===== src/rtl/fetch_unit_if.sv =====
`default_nettype none
// +----------------------------------------------------------------------------+
// | fetch_unit_if : instruction-cache, redirect and decode-queue signal bundle  |
// | Revision 1.0                                                               |
// +----------------------------------------------------------------------------+
interface fetch_unit_if;
  logic [31:0] icache_address;
  logic [31:0] icache_instruction;
  logic        icache_valid;
  logic        redirect_valid;
  logic [31:0] redirect_pc;
  logic        out_valid;
  logic        out_ready;
  logic [31:0] out_pc;
  logic [31:0] out_instr;

  // master: the fetch stage itself
  modport master (
    output icache_address,
    input  icache_instruction,
    input  icache_valid,
    input  redirect_valid,
    input  redirect_pc,
    output out_valid,
    input  out_ready,
    output out_pc,
    output out_instr
  );

  // slave: cache, backend and decode seen from the other side
  modport slave (
    input  icache_address,
    output icache_instruction,
    output icache_valid,
    output redirect_valid,
    output redirect_pc,
    input  out_valid,
    output out_ready,
    input  out_pc,
    input  out_instr
  );
endinterface
`default_nettype wire


===== src/rtl/fetch_unit.sv =====
`default_nettype none
// +----------------------------------------------------------------------------+
// | fetch_unit : PC owner, cache request FSM and {pc, instr} fetch queue        |
// | Revision 1.0                                                               |
// +----------------------------------------------------------------------------+
module fetch_unit #(
  parameter logic [31:0] RESET_PC   = 32'h0000_0000,
  parameter int          FIFO_DEPTH = 4
) (
  input  logic         clk,
  input  logic         rst,
  fetch_unit_if.master bus
);
  localparam int                 c_ptr_w    = $clog2(FIFO_DEPTH);
  localparam int                 c_cnt_w    = c_ptr_w + 1;
  localparam logic [c_cnt_w-1:0] c_full_cnt = c_cnt_w'(FIFO_DEPTH);
  localparam logic [c_cnt_w-1:0] c_cnt_one  = c_cnt_w'(1);
  localparam logic [c_ptr_w-1:0] c_ptr_one  = c_ptr_w'(1);

  typedef enum logic [0:0] {
    ST_REQ  = 1'b0,
    ST_WAIT = 1'b1
  } state_t;

  state_t             r_state;
  state_t             w_state_nxt;
  logic [31:0]        r_pc;
  logic [31:0]        w_pc_nxt;
  logic [c_ptr_w-1:0] r_rd_ptr;
  logic [c_ptr_w-1:0] r_wr_ptr;
  logic [c_cnt_w-1:0] r_count;
  logic [31:0]        r_mem_pc    [FIFO_DEPTH];
  logic [31:0]        r_mem_instr [FIFO_DEPTH];

  logic w_flush;
  logic w_full;
  logic w_empty;
  logic w_push;
  logic w_pop;
  logic w_unused_redirect_lsb;

  assign w_flush = bus.redirect_valid;
  assign w_full  = (r_count == c_full_cnt);
  assign w_empty = (r_count == '0);
  assign w_pop   = !w_empty && bus.out_ready && !w_flush;
  assign w_unused_redirect_lsb = ^bus.redirect_pc[1:0];

  // In REQ the cache still answers for the previous address, so valid is ignored.
  always_comb begin
    w_state_nxt = r_state;
    w_pc_nxt    = r_pc;
    w_push      = 1'b0;
    if (w_flush) begin
      w_state_nxt = ST_REQ;
      w_pc_nxt    = {bus.redirect_pc[31:2], 2'b00};
    end else begin
      case (r_state)
        ST_REQ: w_state_nxt = ST_WAIT;
        ST_WAIT: begin
          if (bus.icache_valid && !w_full) begin
            w_push      = 1'b1;
            w_pc_nxt    = r_pc + 32'd4;
            w_state_nxt = ST_REQ;
          end
        end
        default: w_state_nxt = ST_REQ;
      endcase
    end
  end

  always_ff @(posedge clk or posedge rst) begin
    if (rst) begin
      r_state <= ST_REQ;
      r_pc    <= RESET_PC;
    end else begin
      r_state <= w_state_nxt;
      r_pc    <= w_pc_nxt;
    end
  end

  always_ff @(posedge clk or posedge rst) begin
    if (rst) begin
      r_rd_ptr <= '0;
      r_wr_ptr <= '0;
      r_count  <= '0;
    end else if (w_flush) begin
      r_rd_ptr <= '0;
      r_wr_ptr <= '0;
      r_count  <= '0;
    end else begin
      if (w_push) r_wr_ptr <= r_wr_ptr + c_ptr_one;
      if (w_pop)  r_rd_ptr <= r_rd_ptr + c_ptr_one;
      if (w_push && !w_pop)
        r_count <= r_count + c_cnt_one;
      else if (!w_push && w_pop)
        r_count <= r_count - c_cnt_one;
    end
  end

  // Storage needs no reset: entries are only visible while the count covers them.
  always_ff @(posedge clk) begin
    if (w_push) begin
      r_mem_pc[r_wr_ptr]    <= r_pc;
      r_mem_instr[r_wr_ptr] <= bus.icache_instruction;
    end
  end

  assign bus.icache_address = r_pc;
  assign bus.out_valid      = !w_empty;
  assign bus.out_pc         = w_empty ? 32'h0 : r_mem_pc[r_rd_ptr];
  assign bus.out_instr      = w_empty ? 32'h0 : r_mem_instr[r_rd_ptr];
endmodule
`default_nettype wire

===== src/flat_wrapper.sv =====
// flat-port wrapper written by rule: the top's interface ports become plain ports
module fetch_unit_flat 
#(
  parameter logic [31:0] RESET_PC   = 32'h0000_0000,
  parameter int          FIFO_DEPTH = 4
)
  (clk, rst, bus_icache_address, bus_icache_instruction, bus_icache_valid, bus_redirect_valid, bus_redirect_pc, bus_out_valid, bus_out_ready, bus_out_pc, bus_out_instr);
  fetch_unit_if bus_i ();
  input  logic clk;
  input  logic rst;
  output wire logic [$bits(bus_i.icache_address)-1:0] bus_icache_address;
  input wire logic [$bits(bus_i.icache_instruction)-1:0] bus_icache_instruction;
  input wire logic [$bits(bus_i.icache_valid)-1:0] bus_icache_valid;
  input wire logic [$bits(bus_i.redirect_valid)-1:0] bus_redirect_valid;
  input wire logic [$bits(bus_i.redirect_pc)-1:0] bus_redirect_pc;
  output wire logic [$bits(bus_i.out_valid)-1:0] bus_out_valid;
  input wire logic [$bits(bus_i.out_ready)-1:0] bus_out_ready;
  output wire logic [$bits(bus_i.out_pc)-1:0] bus_out_pc;
  output wire logic [$bits(bus_i.out_instr)-1:0] bus_out_instr;
  assign bus_icache_address = bus_i.icache_address;
  assign bus_i.icache_instruction = bus_icache_instruction;
  assign bus_i.icache_valid = bus_icache_valid;
  assign bus_i.redirect_valid = bus_redirect_valid;
  assign bus_i.redirect_pc = bus_redirect_pc;
  assign bus_out_valid = bus_i.out_valid;
  assign bus_i.out_ready = bus_out_ready;
  assign bus_out_pc = bus_i.out_pc;
  assign bus_out_instr = bus_i.out_instr;
  fetch_unit #(.RESET_PC(RESET_PC), .FIFO_DEPTH(FIFO_DEPTH)) u_core (.clk(clk), .rst(rst), .bus(bus_i));
endmodule

===== config.mk =====
export PLATFORM = sky130hd
export DESIGN_NAME = fetch_unit_flat
export DESIGN_NICKNAME = d
export VERILOG_FILES = /design/src/rtl/fetch_unit_if.sv /design/src/rtl/fetch_unit.sv /design/src/flat_wrapper.sv
export SDC_FILE = /design/constraint.sdc
export NUM_CORES = 1
export LEC_CHECK = 0
export BUFFER_PORTS_ARGS = -buffer_cell sky130_fd_sc_hd__buf_2
export CAP_MARGIN = 10
export CORE_UTILIZATION = 62
export CTS_CLUSTER_SIZE = 40
export DETAILED_ROUTE_END_ITERATION = 12
export PLACE_DENSITY = 0.85
export SETUP_SLACK_MARGIN = 0.05
export SYNTH_ARGS = -nofsm -noshare
export SYNTH_HDL_FRONTEND = slang
export SYNTH_SLANG_ARGS = --single-unit

===== constraint.sdc =====
create_clock -name clk -period 4.4 [get_ports clk]
set_input_delay 0.44 -clock clk [delete_from_list [all_inputs] [get_ports clk]]
set_output_delay 0.44 -clock clk [all_outputs]
set_load 0.02 [all_outputs]

==> results.py <==
metrics = {
    "final_layout": {
        "drive_gt1_share_pct": 34.12,
        "antenna_cells": 0,
        "final_area_sq_mm": 0.01366,
        "nNetsFinal": 900,
        "final_core_utilization_pct": 74.78,
        "area_growth_pct": 16.31,
    },
    "drt": {
        "wire_per_inst_um": 21.59,
        "wl_met1_mm": 9.654,
        "drt_iter0_drc": 762,
        "wl_met3_mm": 1.882,
        "top_layer_used": "met4",
        "drt-total-wl_mm": 23.23,
        "dr.pass1.iters": 7,
        "drc": 0,
        "viasPerCell": 6.255,
        "wl_met2_mm": 11.34,
        "num_vias": 6730,
        "ant_nets": 0,
    },
    "yosys": {
        "syn_avg_cell_area_sq_um": 17.64,
        "postSynthCellCount": 666,
        "yosys_register_bits": 286,
        "netlist_area_sq_mm": 0.01175,
        "seq_area_frac_synth_pct": 71.49,
        "synth-main-ff-cell": "edfxtp_1",
        "yosys-top-cells-area": "edfxtp_1, mux4_2, dfrtp_1",
        "yosys_warnings": 0,
        "async_flop_share_pct": 13.29,
        "synth_cell_types": 56,
        "synth_edf_count": 248,
        "synth_top_area_cell": "edfxtp_1",
        "synth_top_area_share_pct": 63.39,
    },
    "setup_path": {
        "r2r_setup_slack_ns": 2.03,
        "worst-path-buf-inv": 2,
        "worstSetupPathType": "flop to output pin",
        "cp_top_family": "flip-flops",
        "rr_worst_depth": 5,
        "start_kind": "flop",
        "cp_data_arrival_time_ns": 2.66,
        "timing.rr.end": "u_core.bus.icache_address[24]$_DFFE_PP0P_",
        "endpoint_kind": "output pin",
        "path_max_fanout": 38,
        "slowest_delay_ns": 0.79,
        "cp.required_ns": 3.96,
        "cp_cell_sequence": "buf_4, mux4_2, and2_1, buf_2",
        "slowest_stage": "dfrtp_2",
        "worstReg2RegStart": "u_core.bus.icache_address[2]$_DFFE_PP0P_",
    },
    "sta": {
        "setup_viol": 0,
        "slew_violations": 0,
        "hold_viol": 0,
        "tightest_slew_ns": 1.131,
        "skew_ns": 0.01702,
        "fin_crit_sh_pct": 70.49,
        "fmax_mhz": 322.4,
        "period_needed_ns": 3.102,
        "slew_headroom_pct": 24.63,
        "hold_ws_ns": 0.02653,
        "tns_ns": 0,
        "rsz0062_at_grt": "false",
    },
    "run": {
        "drv_cap": 0,
    },
    "clocking": {
        "cts.sinks": 286,
        "h-tree-depth": 1,
        "cts_root_buf": "clkbuf_16",
        "cts_tree": "built",
        "cts_hold_buf": 0,
        "clock_latency_ns": 0.53,
        "numCtsBuffers": 28,
        "clkTransAtPathRegs_ns": 0.06,
        "clockBufferDepth": 3,
        "cts_setup_buffers": 0,
        "cts_resized": 0,
    },
    "place": {
        "placed_cell_area_sq_mm": 0.01272,
        "io_buffers": 159,
        "gp_congestion": 0.9352,
        "dpl.hpwl_mm": 13.76,
    },
    "floorplan": {
        "core_sq_mm": 0.01827,
        "pin_count": 166,
        "die_h_um": 139.7,
        "dieArea_sq_mm": 0.01950,
        "start_util_pct": 64.30,
        "rows": 49,
        "dieWidth_um": 139.7,
    },
    "grt": {
        "grt_first_pass_wirelength_mm": 37.03,
        "grt_max_degree": 64,
        "grt_pass1_vias": 6783,
        "antenna_found_initial": 0,
        "grt_usage_pct": 24.65,
        "grt_overflow": 0,
    },
    "power_and_ir_drop": {
        "p_per_area_mw_per_mm2": 568.9,
        "p_leak_nw": 4.768,
        "ir_drop_mv": 0.3892,
    },
    "status": {
        "status": "finished clean",
    },
    "worst_hold_path": {
        "hp-class": "input port to asynchronous set/reset pin",
    },
}
==> sequential cells by signal, indices dropped and copies added (netlist names) <==
name	flops
u_core.r_count	3
u_core.r_mem_instr	128
u_core.r_rd_ptr	2
u_core.r_mem_pc	120
u_core.bus.icache_address	30
u_core.r_state	1
u_core.r_wr_ptr	2
==> power breakdown <==
| part | switching [W] | total, W | internal, W |
|---|---|---|---|
| combinational | 0.00120 | 0.00210 | 0.000902 |
| clock | 0.000968 | 0.00240 | 0.00143 |
| sequential | 0.000203 | 0.00327 | 0.00307 |
| total | 0.00237 | 0.00777 | 0.00540 |
==> Yosys cell counts (all sizes together), types with 3 or more instances <==
library cell	instances
edfxtp	248
nor3	3
nand2	23
xnor2	4
o31ai	13
nand3	16
nor2	27
xor2	5
and3	8
mux4	62
inv	9
a31oi	19
or4	16
nor2b	3
ha	5
and4	4
clkbuf	20
buf	17
o21ai	13
and2	66
dfrtp	38
or3	4
nand4	13
==> metrics by stage <==
stage | instances | setup WS, ns | total power, W
after floorplan | 669 | 1.463 | 0.004776
after global placement | 1024 | 1.794 | 0.005415
after detailed placement | 1024 | 1.801 | 0.005454
after CTS | 1076 | 1.233 | 0.007832
after global routing | 1076 | 1.137 | 0.008088
final | 1076 | 1.298 | 0.007772
==> per-layer routing <==
metal / GRT usage [%] / vias to the layer above
li1: - / 2971
met1: 35.90 / 3382
met2: 39.91 / 337
met3: 3.854 / 40
met4: 6.073 / 0
met5: 0 / -
==> worst register-to-register path, stage by stage, from the launching register on <==
cell     delay (ns)
dfrtp_1        0.56
ha_1           0.30
and4_1         0.26
nand4_1        0.35
or4_1          0.61
a31oi_1        0.21
==> area by class of cell <==
type                            count  area [sq um]
Sequential cell                   286          8403
Multi-Input combinational cell    335          3147
Fill cell                        1066          4607
Timing Repair Buffer              164         845.8
Inverter                           10         37.54
Clock buffer                       37         785.8
Clock inverter                     15         157.7
Tap cell                          229         286.5
==> worst max path at each step <==
stage | start | end | slack, ns | depth (start not counted)
floorplan | u_core.r_count[2]$_DFFE_PP0P_ | u_core.r_mem_instr[0][0]$_DFFE_PP_ | 1.46 | 3
global placement | u_core.r_rd_ptr[0]$_DFFE_PP0P_ | bus_out_pc[30] | 1.79 | 4
detailed placement | u_core.r_rd_ptr[0]$_DFFE_PP0P_ | bus_out_instr[28] | 1.80 | 4
CTS | u_core.r_rd_ptr[0]$_DFFE_PP0P_ | bus_out_pc[20] | 1.23 | 4
global route | u_core.r_rd_ptr[0]$_DFFE_PP0P_ | bus_out_instr[28] | 1.14 | 4
finish | u_core.r_rd_ptr[1]$_DFFE_PP0P_ | bus_out_instr[20] | 1.30 | 4
==> placed cells by master (no fill, tap or decap), types with 5 or more instances in the layout <==
cell and instances:
o31ai_1 13, nand2_1 23, mux4_2 62, xor2_1 5
or4_1 14, o21ai_0 13, nor2_1 27, buf_2 159
dfrtp_1 36, a31oi_1 19, clkbuf_16 29, and2_1 66
nand3_1 15, nand4_1 12, clkinv_1 5, clkbuf_1 5
edfxtp_1 248, ha_1 5, inv_1 9
==> logic make-up after synthesis <==
group | Yosys count | share of synthesized area (%)
simple gates | 193 | 9.650
compound gates | 58 | 3.302
flops | 286 | 71.49
other cells | 1 | 0.03192
buf+inv | 48 | 2.002
mux | 65 | 12.15
xor+xnor | 9 | 0.6710
fa+ha+maj | 6 | 0.7030
Note: power is estimated with default switching activity, not from simulation.
